**config.mk**
```make
export PLATFORM = sky130hd
export DESIGN_NAME = cam_stream_packer
export DESIGN_NICKNAME = d
export VERILOG_FILES = /design/src/rtl/cam_pkg.sv /design/src/rtl/cam_sync_delay.sv /design/src/rtl/cam_stream_packer.sv
export SDC_FILE = /design/constraint.sdc
export NUM_CORES = 1
export LEC_CHECK = 0
export BUFFER_PORTS_ARGS = -buffer_cell sky130_fd_sc_hd__buf_2
export CORE_ASPECT_RATIO = 1.75
export CORE_UTILIZATION = 30
export DETAILED_ROUTE_END_ITERATION = 10
export GPL_TIMING_DRIVEN = 0
export PLACE_DENSITY = 0.54
export SYNTH_ARGS = -nofsm -noshare
export SYNTH_HDL_FRONTEND = slang
export SYNTH_SLANG_ARGS = --single-unit
```
**constraint.sdc**
```tcl
create_clock -name clk -period 3.74 [get_ports clk]
set_input_delay 0.187 -clock clk [delete_from_list [all_inputs] [get_ports clk]]
set_output_delay 0.187 -clock clk [all_outputs]
set_load 0.01 [all_outputs]
```
**src/rtl/cam_pkg.sv**
```systemverilog
`default_nettype none
// ============================================================================
//  Module   : cam_pkg
//  Purpose  : Shared constants and pixel-format helper for cam_stream_packer.
//  Revision : 1.0  initial release
// ============================================================================
package cam_pkg;

  // Output word formats
  localparam int PACK_RGB888 = 0;  // one RGB565 pixel expanded to {R8,G8,B8,8'h00}
  localparam int PACK_2PIX   = 1;  // two raw 16-bit pixels per 32-bit word

  // Default width of the pixel and line statistics counters
  localparam int CNT_W_DEFAULT = 12;

  // Expand RGB565 to RGB888 by replicating each channel's LSB into the new low bits
  function automatic logic [23:0] rgb565_to_888(input logic [15:0] d);
    return {d[15:11], {3{d[11]}}, d[10:5], {2{d[5]}}, d[4:0], {3{d[0]}}};
  endfunction

endpackage
`default_nettype wire

```
**src/rtl/cam_sync_delay.sv**
```systemverilog
`default_nettype none
// ============================================================================
//  Module   : cam_sync_delay
//  Purpose  : Generic DLY-deep, W-wide shift register with async reset.
//             Stage k is s[k]; the MSB of stage 1 is exposed as a sync tap.
//  Revision : 1.0  initial release
// ============================================================================
module cam_sync_delay #(
  parameter int DLY = 2,
  parameter int W   = 19
) (
  input  logic         clk,
  input  logic         rst_n,
  input  logic [W-1:0] din,
  output logic [W-1:0] dout,
  output logic         head_msb
);

  logic [W-1:0] s [1:DLY];

  // Shift the bus one stage per clock; every stage clears on reset
  always_ff @(posedge clk or negedge rst_n) begin
    if (!rst_n) begin
      for (int k = 1; k <= DLY; k++) s[k] <= '0;
    end else begin
      s[1] <= din;
      for (int k = 2; k <= DLY; k++) s[k] <= s[k-1];
    end
  end

  assign dout     = s[DLY];
  assign head_msb = s[1][W-1];

endmodule
`default_nettype wire

```
**src/rtl/cam_stream_packer.sv**
```systemverilog
`default_nettype none
// ============================================================================
//  Module   : cam_stream_packer
//  Purpose  : Delays the CMOS capture stream by DLY stages, formats pixels
//             into 32-bit write words (RGB888 expansion or two-pixel packing),
//             raises a frame-start request with req/ack handshake and keeps
//             per-line / per-frame statistics.
//  Options  : CAM_TEST_PATTERN_EN adds test_en, which swaps in_data for a
//             counter-derived test pattern ahead of the delay line.
//  Revision : 1.0  initial release
// ============================================================================
module cam_stream_packer
  import cam_pkg::*;
#(
  parameter int DLY       = 2,
  parameter int PACK_MODE = PACK_RGB888,
  parameter int CNT_W     = CNT_W_DEFAULT
) (
  input  logic             clk,
  input  logic             rst_n,
  input  logic             in_vsync,
  input  logic             in_href,
  input  logic             in_valid,
  input  logic [15:0]      in_data,
`ifdef CAM_TEST_PATTERN_EN
  input  logic             test_en,
`endif
  output logic             out_en,
  output logic [31:0]      out_data,
  output logic             frame_req,
  input  logic             frame_req_ack,
  output logic [CNT_W-1:0] last_line_pix,
  output logic [CNT_W-1:0] last_frame_lines,
  output logic             frame_overrun
);

  localparam int              BUS_W   = 19;
  localparam logic [CNT_W-1:0] CNT_MAX = '1;

  logic [15:0]      pix_src;
  logic [BUS_W-1:0] dly_out;
  logic             in_vsync_q;
  logic             d_href, d_valid;
  logic [15:0]      d_data;
  logic             href_q, href_fall, pix_line, fs;
  logic [CNT_W-1:0] pix_cnt, line_cnt, line_next;

`ifdef CAM_TEST_PATTERN_EN
  // Counters on the undelayed stream, used only to build the test pattern
  logic [CNT_W-1:0] pix_cnt_raw, line_cnt_raw;
  logic             href_raw_q, raw_fall;

  assign raw_fall = href_raw_q & ~in_href;

  // Raw pixel/line counting mirrors the delayed statistics but ahead of stage 1
  always_ff @(posedge clk or negedge rst_n) begin
    if (!rst_n) begin
      href_raw_q   <= 1'b0;
      pix_cnt_raw  <= '0;
      line_cnt_raw <= '0;
    end else begin
      href_raw_q <= in_href;
      if (raw_fall) pix_cnt_raw <= '0;
      else if (in_valid && in_href && pix_cnt_raw != CNT_MAX)
        pix_cnt_raw <= pix_cnt_raw + CNT_W'(1);
      if (fs) line_cnt_raw <= '0;
      else if (raw_fall && line_cnt_raw != CNT_MAX)
        line_cnt_raw <= line_cnt_raw + CNT_W'(1);
    end
  end

  assign pix_src = test_en ? {pix_cnt_raw[4:0], line_cnt_raw[5:0], pix_cnt_raw[9:5]}
                           : in_data;
`else
  assign pix_src = in_data;
`endif

  cam_sync_delay #(
    .DLY (DLY),
    .W   (BUS_W)
  ) u_delay (
    .clk      (clk),
    .rst_n    (rst_n),
    .din      ({in_vsync, in_href, in_valid, pix_src}),
    .dout     (dly_out),
    .head_msb (in_vsync_q)
  );

  assign d_href  = dly_out[17];
  assign d_valid = dly_out[16];
  assign d_data  = dly_out[15:0];

  // Frame start is the vsync falling edge, seen against the raw input
  assign fs        = in_vsync_q & ~in_vsync;
  assign href_fall = href_q & ~d_href;
  assign pix_line  = d_valid & d_href;

  // Previous delayed href, for line edge detection
  always_ff @(posedge clk or negedge rst_n) begin
    if (!rst_n) href_q <= 1'b0;
    else        href_q <= d_href;
  end

  // Saturating line count including a line that ends this cycle
  always_comb begin
    line_next = line_cnt;
    if (href_fall && line_cnt != CNT_MAX) line_next = line_cnt + CNT_W'(1);
  end

  // Pixel and line statistics on the delayed stream; href is already low on
  // the falling-edge cycle, so no pixel is added on that cycle
  always_ff @(posedge clk or negedge rst_n) begin
    if (!rst_n) begin
      pix_cnt          <= '0;
      line_cnt         <= '0;
      last_line_pix    <= '0;
      last_frame_lines <= '0;
    end else begin
      if (href_fall) begin
        last_line_pix <= pix_cnt;
        pix_cnt       <= '0;
      end else if (pix_line && pix_cnt != CNT_MAX) begin
        pix_cnt <= pix_cnt + CNT_W'(1);
      end
      if (fs) begin
        last_frame_lines <= line_next;
        line_cnt         <= '0;
      end else begin
        line_cnt <= line_next;
      end
    end
  end

  // Frame request handshake; a new frame start always wins over an ack
  always_ff @(posedge clk or negedge rst_n) begin
    if (!rst_n) begin
      frame_req     <= 1'b0;
      frame_overrun <= 1'b0;
    end else begin
      frame_overrun <= fs & frame_req & ~frame_req_ack;
      if (fs)                 frame_req <= 1'b1;
      else if (frame_req_ack) frame_req <= 1'b0;
    end
  end

  generate
    if (PACK_MODE == PACK_2PIX) begin : g_pack2
      logic        phase, flush, href_rise, phase_eff;
      logic [15:0] held;

      assign href_rise = d_href & ~href_q;
      // A line's first pixel may coincide with href rising: treat it as even
      assign phase_eff = phase & ~href_rise;

      // Pair pixels within a line; a dangling even pixel is flushed after href falls
      always_ff @(posedge clk or negedge rst_n) begin
        if (!rst_n) begin
          phase <= 1'b0;
          flush <= 1'b0;
          held  <= '0;
        end else begin
          flush <= href_fall & phase;
          if (href_fall) begin
            phase <= 1'b0;
          end else if (pix_line) begin
            phase <= ~phase_eff;
            if (!phase_eff) held <= d_data;
          end else if (href_rise) begin
            phase <= 1'b0;
          end
        end
      end

      assign out_en   = (pix_line & phase_eff) | flush;
      assign out_data = flush ? {16'h0000, held} : {d_data, held};
    end else begin : g_rgb888
      assign out_en   = d_valid;
      assign out_data = {rgb565_to_888(d_data), 8'h00};
    end
  endgenerate

endmodule
`default_nettype wire

```
### Word-level counts from Yosys, hierarchy flattened

Cells that the tools add are included.

* word-level logic and storage cells: 31
* bits of input ports: 22
* output and inout port bits: 59
* register bits after elaboration: 88

* $add $sub $neg: 2
* reductions and logical operators: 4
* eq/ne operators: 2
* bitwise logic cells: 8
* mux-type cells: 6

Operator list (count)
* 12-bit two-way mux: 4
* 12-bit by 1-bit adder with 12-bit output, second input constant: 2
* 12-bit != test, second input constant: 2
* 1-bit AND: 5
* 2-bit nonzero test: 2
* 1-bit NOT: 3
* 1-bit logical AND: 2
* 1-bit two-way mux: 2

### Logic depth before layout (Yosys ltp)

Gate-level depths: netlist of run 1.

* word-level depth: 5
* gate-level depth with buffers: 5
* mapped depth without buffers: 5

### By module

A second synthesis of run 1 with hierarchy kept.

* cell total of the unflattened synthesis: 309
* area, all modules: 3507.1 sq um

By module, submodules not included
* cam_stream_packer: sequential area each 1276.2 sq um, cells each 252, area an instance 2413.6 sq um, instances 1
* cam_sync_delay: sequential area each 950.9 sq um, cells each 57, area an instance 1093.5 sq um, instances 1

### Worst setup path before layout of run 1

No wires, ideal clock.

* kind: reg2reg
* start point: reg u_delay.s (netlist bit u_delay.dout[17])
* end point: reg last_frame_lines[9]
* slack: 2.102 ns
* required time: 3.658 ns
* stages on the path, launching flop included: 6
* period minus slack after synthesis: 1.638 ns
* setup time: 0.082 ns
* buffers on the path: 1
* data arrival time: 1.556 ns
* cell sequence: dfrtp_1 -> nand2b_1 -> buf_6 -> or3_4 -> or3_1 -> a31oi_1

* word-level cells in the longest chain between the ends: 4

RTL lines
* start, declared: line cam_sync_delay.sv:19 `logic [W-1:0] s [1:DLY];`
* 1-bit NOT: line cam_stream_packer.sv:95 `assign href_fall = href_q & ~d_href;`
* 1-bit AND: line cam_stream_packer.sv:95
* 1-bit logical AND: line cam_stream_packer.sv:107 `if (href_fall && line_cnt != CNT_MAX) line_next = line_cnt + CNT_W'(1);`
* 12-bit two-way mux: line cam_stream_packer.sv:107
* end signal, assigned: line cam_stream_packer.sv:126 `last_frame_lines <= line_next;`
* end, declared: line cam_stream_packer.sv:33 `output logic [CNT_W-1:0] last_frame_lines,`

Every way passes these cells.
A chain may end at the register's enable or synchronous reset.

### Worst setup path after layout of run 1

* start point: reg pix_cnt[0]
* end point: reg pix_cnt[10]

* word-level cells in the longest chain between the ends: 3
* elaborated cells on any way between the ends: 6
* those cells by class: add/sub: 1; eq/ne: 1; mux: 2; reduce/logical: 2

RTL lines
* start, declared: line cam_stream_packer.sv:46 `logic [CNT_W-1:0] pix_cnt, line_cnt, line_next;`
* start signal, assigned: line cam_stream_packer.sv:123 `pix_cnt <= pix_cnt + CNT_W'(1);`
* 12-bit by 1-bit adder with 12-bit output / 12-bit != test (equally long branches): line cam_stream_packer.sv:123, cam_stream_packer.sv:122
* 12-bit two-way mux / 1-bit logical AND (equally long branches): line cam_stream_packer.sv:122 `end else if (pix_line && pix_cnt != CNT_MAX) begin`
* 12-bit two-way mux / 2-bit nonzero test (equally long branches)

Parallel ways exist; a longest one is shown, timed or not. The select of a mux whose other input is x is not followed.

==> flow_summary.json, run 1 <==
{
  "clock_sinks": 88,
  "cts_max_level": 3,
  "fin_nets": 448,
  "ir_drop_mv": 0.277,
  "gp_congestion": 0.849,
  "place_area_um2": 4070,
  "ys_warn_count": 0,
  "holdWs_ps": 112,
  "syn_inst": 313,
  "grt_usage_pct": 12.8,
  "drt-initial-drc-count": 98,
  "setup_tns_ps": 0,
  "slew_violations": 0,
  "busiest_layer": "met2",
  "synth_top_area_cell": "dfrtp_1",
  "start_util_pct": 31.0,
  "p_int_uw": 1680,
  "syn_avg_cell_area_um2": 11.1,
  "grtUsageMet1_pct": 12.7,
  "clock_latency_ps": 340,
  "power.clock.fraction_pct": 43.5,
  "grt_max_degree": 75,
  "gr-total-overflow": 0,
  "fin_area_um2": 4590,
  "ys_ff_latch": 88,
  "worstPathCellList": "ha_1, nand2_1, nor4_1, a31oi_1, a41o_1",
  "antenna_found_initial": 0,
  "drc": 0,
  "p_sw_share_pct": 22.8,
  "crit_type": "reg -> reg",
  "worstMarginPinSlew_ps": 668,
  "worstPathArrival_ps": 2120,
  "vias_per_cell": 4.56,
  "pwr-share-seq_pct": 47.5,
  "worstPathRequired_ps": 3960,
  "io_buffers": 72,
  "die_w_um": 83.5,
  "avgRoutedWirePerCell_um": 12.6,
  "grt_pass1_wl_um": 11800,
  "switchingPower_uw": 498,
  "max_stage_delay_ps": 620,
  "core-area_um2": 11200,
  "netlist_top_cells_count": "88 x dfrtp_1, 59 x nand2_1, 32 x buf_4",
  "area_growth_pct": 31.6,
  "dr.pass1.iters": 4,
  "cts_buffers": 9,
  "finalHoldViolations": 0,
  "path_max_fanout": 5,
  "start_kind": "flip-flop",
  "ys_seq_area_share_pct": 63.2,
  "die_h_um": 145,
  "power.density_nw_per_um2": 475,
  "max-slew-margin-rel_pct": 55.0,
  "diodes": 0,
  "cts_tree": "done",
  "grtUsageMet2_pct": 23.4,
  "clkSlewWorstSetupHoldPaths_ps": 60,
  "drtAntennaViolNets": 0,
  "synth.most_common_cell": "dfrtp_1",
  "max_freq_mhz": 526,
  "synthTopCellsByArea": "dfrtp_1 63%, buf_4 6.9%, nand2_1 6.4%",
  "ios": 81,
  "critPathCaptureType": "flip-flop",
  "rsz0062_at_grt": "false",
  "clk_path_buf_depth": 2,
  "grt_pass1_vias": 2551,
  "yosys.area.top_type_share_pct": 63.2,
  "die_area_um2": 12100,
  "postCtsSetupRepairBufs": 0,
  "fin_skew_ps": 9.62,
  "setup_viol": 0,
  "met3_usage_pct": 3.03,
  "post_cts_resize_count": 0,
  "drv_cap": 0,
  "via_count": 2556,
  "synth_edf_count": 0,
  "pwr-share-comb_pct": 9.0,
  "critical_path.slowest_cell": "nor4_1",
  "synth-main-ff-cell": "dfrtp_1",
  "num_rows": 51,
  "period_share_pct": 50.9,
  "cts-root-buf": "clkbuf_16",
  "p_leak_uw": 0.00223,
  "hpwl_um": 4980,
  "drive_gt1_share_pct": 29.2,
  "min_path_type": "in -> reg",
  "async_flop_share_pct": 100,
  "synth_cell_type_count": 44,
  "status": "complete, no violations",
  "routed_wl_um": 7030,
  "syn_area_um2": 3490,
  "min_period_ps": 1900
}
layer usage:
layer / vias up / part of all wire [%]
met5: - / 0
met4: 0 / 3.6
met3: 16 / 4.4
met2: 65 / 54
met1: 1226 / 38
li1: 1249 / -
layout by cell type (no fill, tap or decap), types with 4 or more instances in the layout:
| cell type | synthesis | final |
|---|---|---|
| mux2i_1 | 5 | 5 |
| inv_1 | 6 | 6 |
| conb_1 | 1 | 8 |
| a21oi_1 | 5 | 5 |
| a31oi_1 | 4 | 4 |
| o21ai_0 | 16 | 16 |
| nor2_1 | 17 | 17 |
| nor3_1 | 6 | 6 |
| clkbuf_1 | 8 | 8 |
| o31ai_1 | 7 | 7 |
| buf_4 | 32 | 33 |
| nand2_1 | 59 | 59 |
| clkbuf_16 | 0 | 9 |
| nand4_1 | 6 | 6 |
| buf_2 | 0 | 71 |
| nand3_1 | 5 | 5 |
| dfrtp_1 | 88 | 88 |
| dlygate4sd3_1 | 0 | 20 |
cells by family after synthesis:
family | synth area share (%)
flip-flops | 63.2
AND/OR/NAND/NOR | 15.8
other | 0.108
AO/OA/AOI/OAI | 8.44
buffers and inverters | 9.08
multiplexers | 1.44
adder cells (fa/ha/maj) | 0.718
XOR/XNOR | 1.26
state kept, by name (all words and copies together) (netlist names):
| name | cells |
|---|---|
| pix_cnt | 12 |
| last_line_pix | 12 |
| u_delay.s | 18 |
| u_delay.dout | 18 |
| u_delay.head_msb | 1 |
| line_cnt | 12 |
| href_q | 1 |
| frame_overrun | 1 |
| frame_req | 1 |
| last_frame_lines | 12 |
area by class of cell:
class	instances	area, um^2
Multi-Input combinational cell	182	993
Inverter	6	22.5
Clock inverter	6	92.6
Timing Repair Buffer	93	591
Sequential cell	88	2200
Tap cell	132	165
Buffer	44	294
Fill cell	1091	6650
Clock buffer	9	225
worst max-delay path: cells and delay by family, from the launching register on:
| family | cells | cell delay [ps] |
|---|---|---|
| DFF | 1 | 400 |
| adders and majority gates | 1 | 270 |
| AOI/OAI and AO/OA | 2 | 400 |
| and+or+nand+nor | 2 | 710 |
per-stage QoR:
step / instances / setup slack (ps) / utilization [%] / total power (uW)
global route: 560 / 1710 / 40.8 / 2280
detailed placement: 525 / 1870 / 36.2 / 1240
floorplan: 320 / 2100 / - / 1150
global placement: 524 / 1740 / 36.0 / 1230
finish: 560 / 1840 / 40.8 / 2180
CTS: 560 / 1850 / 40.8 / 2220
power groups by stage:
stage / clock network (uW) / logic (uW) / registers (uW)
floorplan: 0 / 91.7 / 1060
global placement: 0 / 177 / 1050
detailed placement: 0 / 184 / 1050
CTS: 981 / 202 / 1040
global route: 1020 / 220 / 1040
finish: 948 / 197 / 1030
path summary, 6_finish.rpt:
path,slack [ps],depth (start not counted),endpoint,start
max in group asynchronous,2860,3,u_delay.s[29]$_DFF_PN0_,rst_n
min in group asynchronous,260,2,last_line_pix[6]$_DFFE_PN0N_,rst_n
worst max-delay path,1840,5,pix_cnt[10]$_DFFE_PN0P_,pix_cnt[0]$_DFFE_PN0P_
worst max register to register,1840,5,pix_cnt[10]$_DFFE_PN0P_,pix_cnt[0]$_DFFE_PN0P_
worst min-delay path,110,3,frame_overrun$_DFF_PN0_,frame_req_ack
worst min register to register,340,0,u_delay.dout[10]$_DFF_PN0_,u_delay.s[29]$_DFF_PN0_
repair_timing:
item,4_1_cts,5_1_grt
hold buffers,20,0
setup endpoints to repair,0,0
endpoints found under the hold margin,33,0
(Power assumes the default switching activity.)
==> run 2: changes to the inputs <==
--- a/config.mk
+++ b/config.mk
@@ -5,12 +5,13 @@
 export SDC_FILE = /design/constraint.sdc
 export NUM_CORES = 1
 export LEC_CHECK = 0
+export ABC_AREA = 1
 export BUFFER_PORTS_ARGS = -buffer_cell sky130_fd_sc_hd__buf_2
 export CORE_ASPECT_RATIO = 1.75
 export CORE_UTILIZATION = 30
 export DETAILED_ROUTE_END_ITERATION = 10
 export GPL_TIMING_DRIVEN = 0
-export PLACE_DENSITY = 0.54
+export PLACE_DENSITY = 0.55
 export SYNTH_ARGS = -nofsm -noshare
 export SYNTH_HDL_FRONTEND = slang
 export SYNTH_SLANG_ARGS = --single-unit
==> constraint.sdc (replaced) <==
create_clock -name clk -period 1.7 [get_ports clk]
set_input_delay 0.085 -clock clk [delete_from_list [all_inputs] [get_ports clk]]
set_output_delay 0.085 -clock clk [all_outputs]
set_load 0.01 [all_outputs]
==> flow_summary.json, run 2 <==
{
  "drc": 0,
  "crit_type": "reg -> reg",
  "finalWorstSetupSlack_ps": 119,
  "max_freq_mhz": 633,
  "worstMarginPinSlew_ps": 516,
  "die_h_um": 148,
  "drive_gt1_share_pct": 29.1,
  "period_share_pct": 93.0,
  "synth_cell_type_count": 26,
  "cts_max_level": 3,
  "cts_tree": "done",
  "crit_family": "simple AND/OR/NAND/NOR gates",
  "max_stage_delay_ps": 400,
  "ys_seq_area_share_pct": 59.9,
  "io_buffers": 72,
  "worst_r2r_endpoint": "line_cnt[5]$_DFF_PN0_",
  "grt_max_degree": 70,
  "finalHoldViolations": 0,
  "cts_buffers": 9,
  "area_growth_pct": 31.0,
  "setup_viol": 0,
  "fillers": 1183,
  "start_kind": "flip-flop",
  "slew_violations": 0,
  "routed_wl_um": 7550,
  "core-area_um2": 12000,
  "vias_per_cell": 4.20,
  "min_period_ps": 1580,
  "diodes": 0,
  "rr_worst_depth": 9,
  "hpwl_um": 5510,
  "place_area_um2": 4300,
  "path_max_fanout": 10,
  "path_common_cell": "nand2_1",
  "grt_pass1_vias": 2790,
  "crit_buf_inv": 1,
  "gr-total-overflow": 0,
  "syn_area_um2": 3680,
  "timing.rr.start": "line_cnt[0]$_DFF_PN0_",
  "clkSlewWorstSetupHoldPaths_ps": 60,
  "p_leak_uw": 0.00242,
  "worstPathRequired_ps": 1910,
  "fin_nets": 517,
  "start_util_pct": 30.6,
  "via_count": 2785,
  "ys_warn_count": 0,
  "antenna_found_initial": 0,
  "ys_ff_latch": 88,
  "final_cell_mix": "102 x nand2_1, 88 x dfrtp_1, 74 x buf_2, 34 x buf_4, 31 x nor2_1",
  "holdWs_ps": 176,
  "postCtsSetupRepairBufs": 0,
  "grt_pass1_wl_um": 12800,
  "clk_path_buf_depth": 2,
  "synthTopCellsByArea": "dfrtp_1 60%, nand2_1 10%, buf_4 6.7%",
  "rrSetupSlack_ps": 120,
  "p_total_uw": 4680,
  "min_path_type": "in -> async",
  "gp_congestion": 0.760,
  "syn_inst": 381,
  "avgRoutedWirePerCell_um": 11.4,
  "grt_usage_pct": 13.3,
  "die_w_um": 85.7,
  "critical_path.slowest_cell": "dfrtp_1",
  "ir_drop_mv": 0.485,
  "dp_slack_ps": 79.9,
  "worstPathArrival_ps": 1790,
  "async_flop_share_pct": 100,
  "synth_top_area_cell": "dfrtp_1",
  "drt-initial-drc-count": 63,
  "synth_edf_count": 0,
  "rsz0062_at_grt": "false",
  "max-slew-margin-rel_pct": 65.6,
  "clock_latency_ps": 340,
  "synth-main-ff-cell": "dfrtp_1",
  "num_rows": 53,
  "cts-root-buf": "clkbuf_16",
  "die_area_um2": 12700,
  "worstPathCellList": "ha_2, nand2_2, nor2_4, nand3_4, buf_6, nand3_1, nand2_1, nand2_1, nor2_2",
  "syn_avg_cell_area_um2": 9.65,
  "setup_tns_ps": 0,
  "clock_sinks": 88,
  "ios": 81,
  "fin_area_um2": 4820,
  "fin_skew_ps": 2.30,
  "drv_cap": 0,
  "final_common_cell": "nand2_1",
  "drtAntennaViolNets": 0,
  "netlist_top_cells_count": "102 x nand2_1, 88 x dfrtp_1, 33 x buf_4",
  "critPathCaptureType": "flip-flop",
  "power.density_nw_per_um2": 970,
  "dr.pass1.iters": 4,
  "yosys.area.top_type_share_pct": 59.9,
  "status": "complete, no violations",
  "synth.most_common_cell": "nand2_1"
}
==> run 2: cell types whose count changed after synthesis, moves of 7 or more <==
cell | previous run | this run
o31ai_1 | 7 | 0
nor2_1 | 17 | 31
nand3_2 | 0 | 7
inv_1 | 6 | 30
nand2_1 | 59 | 102
o21ai_0 | 16 | 23
nand3_1 | 5 | 19
==> run 2: per-stage QoR <==
stage,util [%],instances
6_report,40.2,663
3_3_place_gp,35.6,625
2_1_floorplan,-,388
3_5_place_dp,35.8,626
5_1_grt,40.2,663
4_1_cts,40.1,663
==> run 2: area by class of cell <==
type	count	area (um^2)	share of cell area (%)
plain buffers	41	297	6.15
clock buffers	9	225	4.67
clock inverters	7	80.1	1.66
inverters	30	113	2.34
multi-input cells	229	1100	22.7
flip-flops and latches	88	2200	45.7
well taps	165	206	4.28
repair buffers	94	601	12.5
==> run 2: power breakdown <==
part / internal [uW] / leakage, uW / total, uW / switching [uW]
logic: 192 / 0.00114 / 412 / 220
registers: 2190 / 0.00113 / 2240 / 52.7
clock network: 1160 / 0.000148 / 2020 / 865
==> run 2: worst max-delay path by stage <==
stage | start | to | cells past startpoint
after floorplan | line_cnt[0]$_DFF_PN0_ | line_cnt[5]$_DFF_PN0_ | 9
after global placement | rst_n | u_delay.s[32]$_DFF_PN0_ | 1
after detailed placement | line_cnt[0]$_DFF_PN0_ | last_frame_lines[5]$_DFFE_PN0N_ | 9
after CTS | line_cnt[0]$_DFF_PN0_ | last_frame_lines[5]$_DFFE_PN0N_ | 9
after global routing | u_delay.dout[17]$_DFF_PN0_ | line_cnt[10]$_DFF_PN0_ | 6
final | line_cnt[0]$_DFF_PN0_ | line_cnt[5]$_DFF_PN0_ | 9
==> run 2: repair_timing <==
action	4_1_cts	5_1_grt
setup endpoints to repair	0	6
hold buffers	21	0
gates resized for setup	0	1
hold endpoints to repair	47	0
==> run 2: layer usage <==
layer  up-vias  share of wire, %  track usage (%)
met2        57                57             25.6
met4         0               1.8             5.83
met5         -                 0                0
met1      1326                38             13.1
met3         9               3.3             3.05
li1       1393                 -                -
==> run 2: logic make-up (layout without fill, tap and decap cells) <==
group	count (synthesis)	count (layout)	share of synthesized area, %
adders and majority gates	2	2	0.680
other	1	8	0.102
buffers and inverters	71	181	11.1
xor gates and xnor gates	5	5	1.19
DFF	88	88	59.9
AOI/OAI and AO/OA	31	31	4.35
and+or+nand+nor	183	183	22.7
==> run 2: worst register-to-register path: stages (launching register included) <==
cell and delay, ps:
dfrtp_1 400, ha_2 230, nand2_2 80, nor2_4 150
nand3_4 140, buf_6 180, nand3_1 70, nand2_1 80
nand2_1 80, nor2_2 30
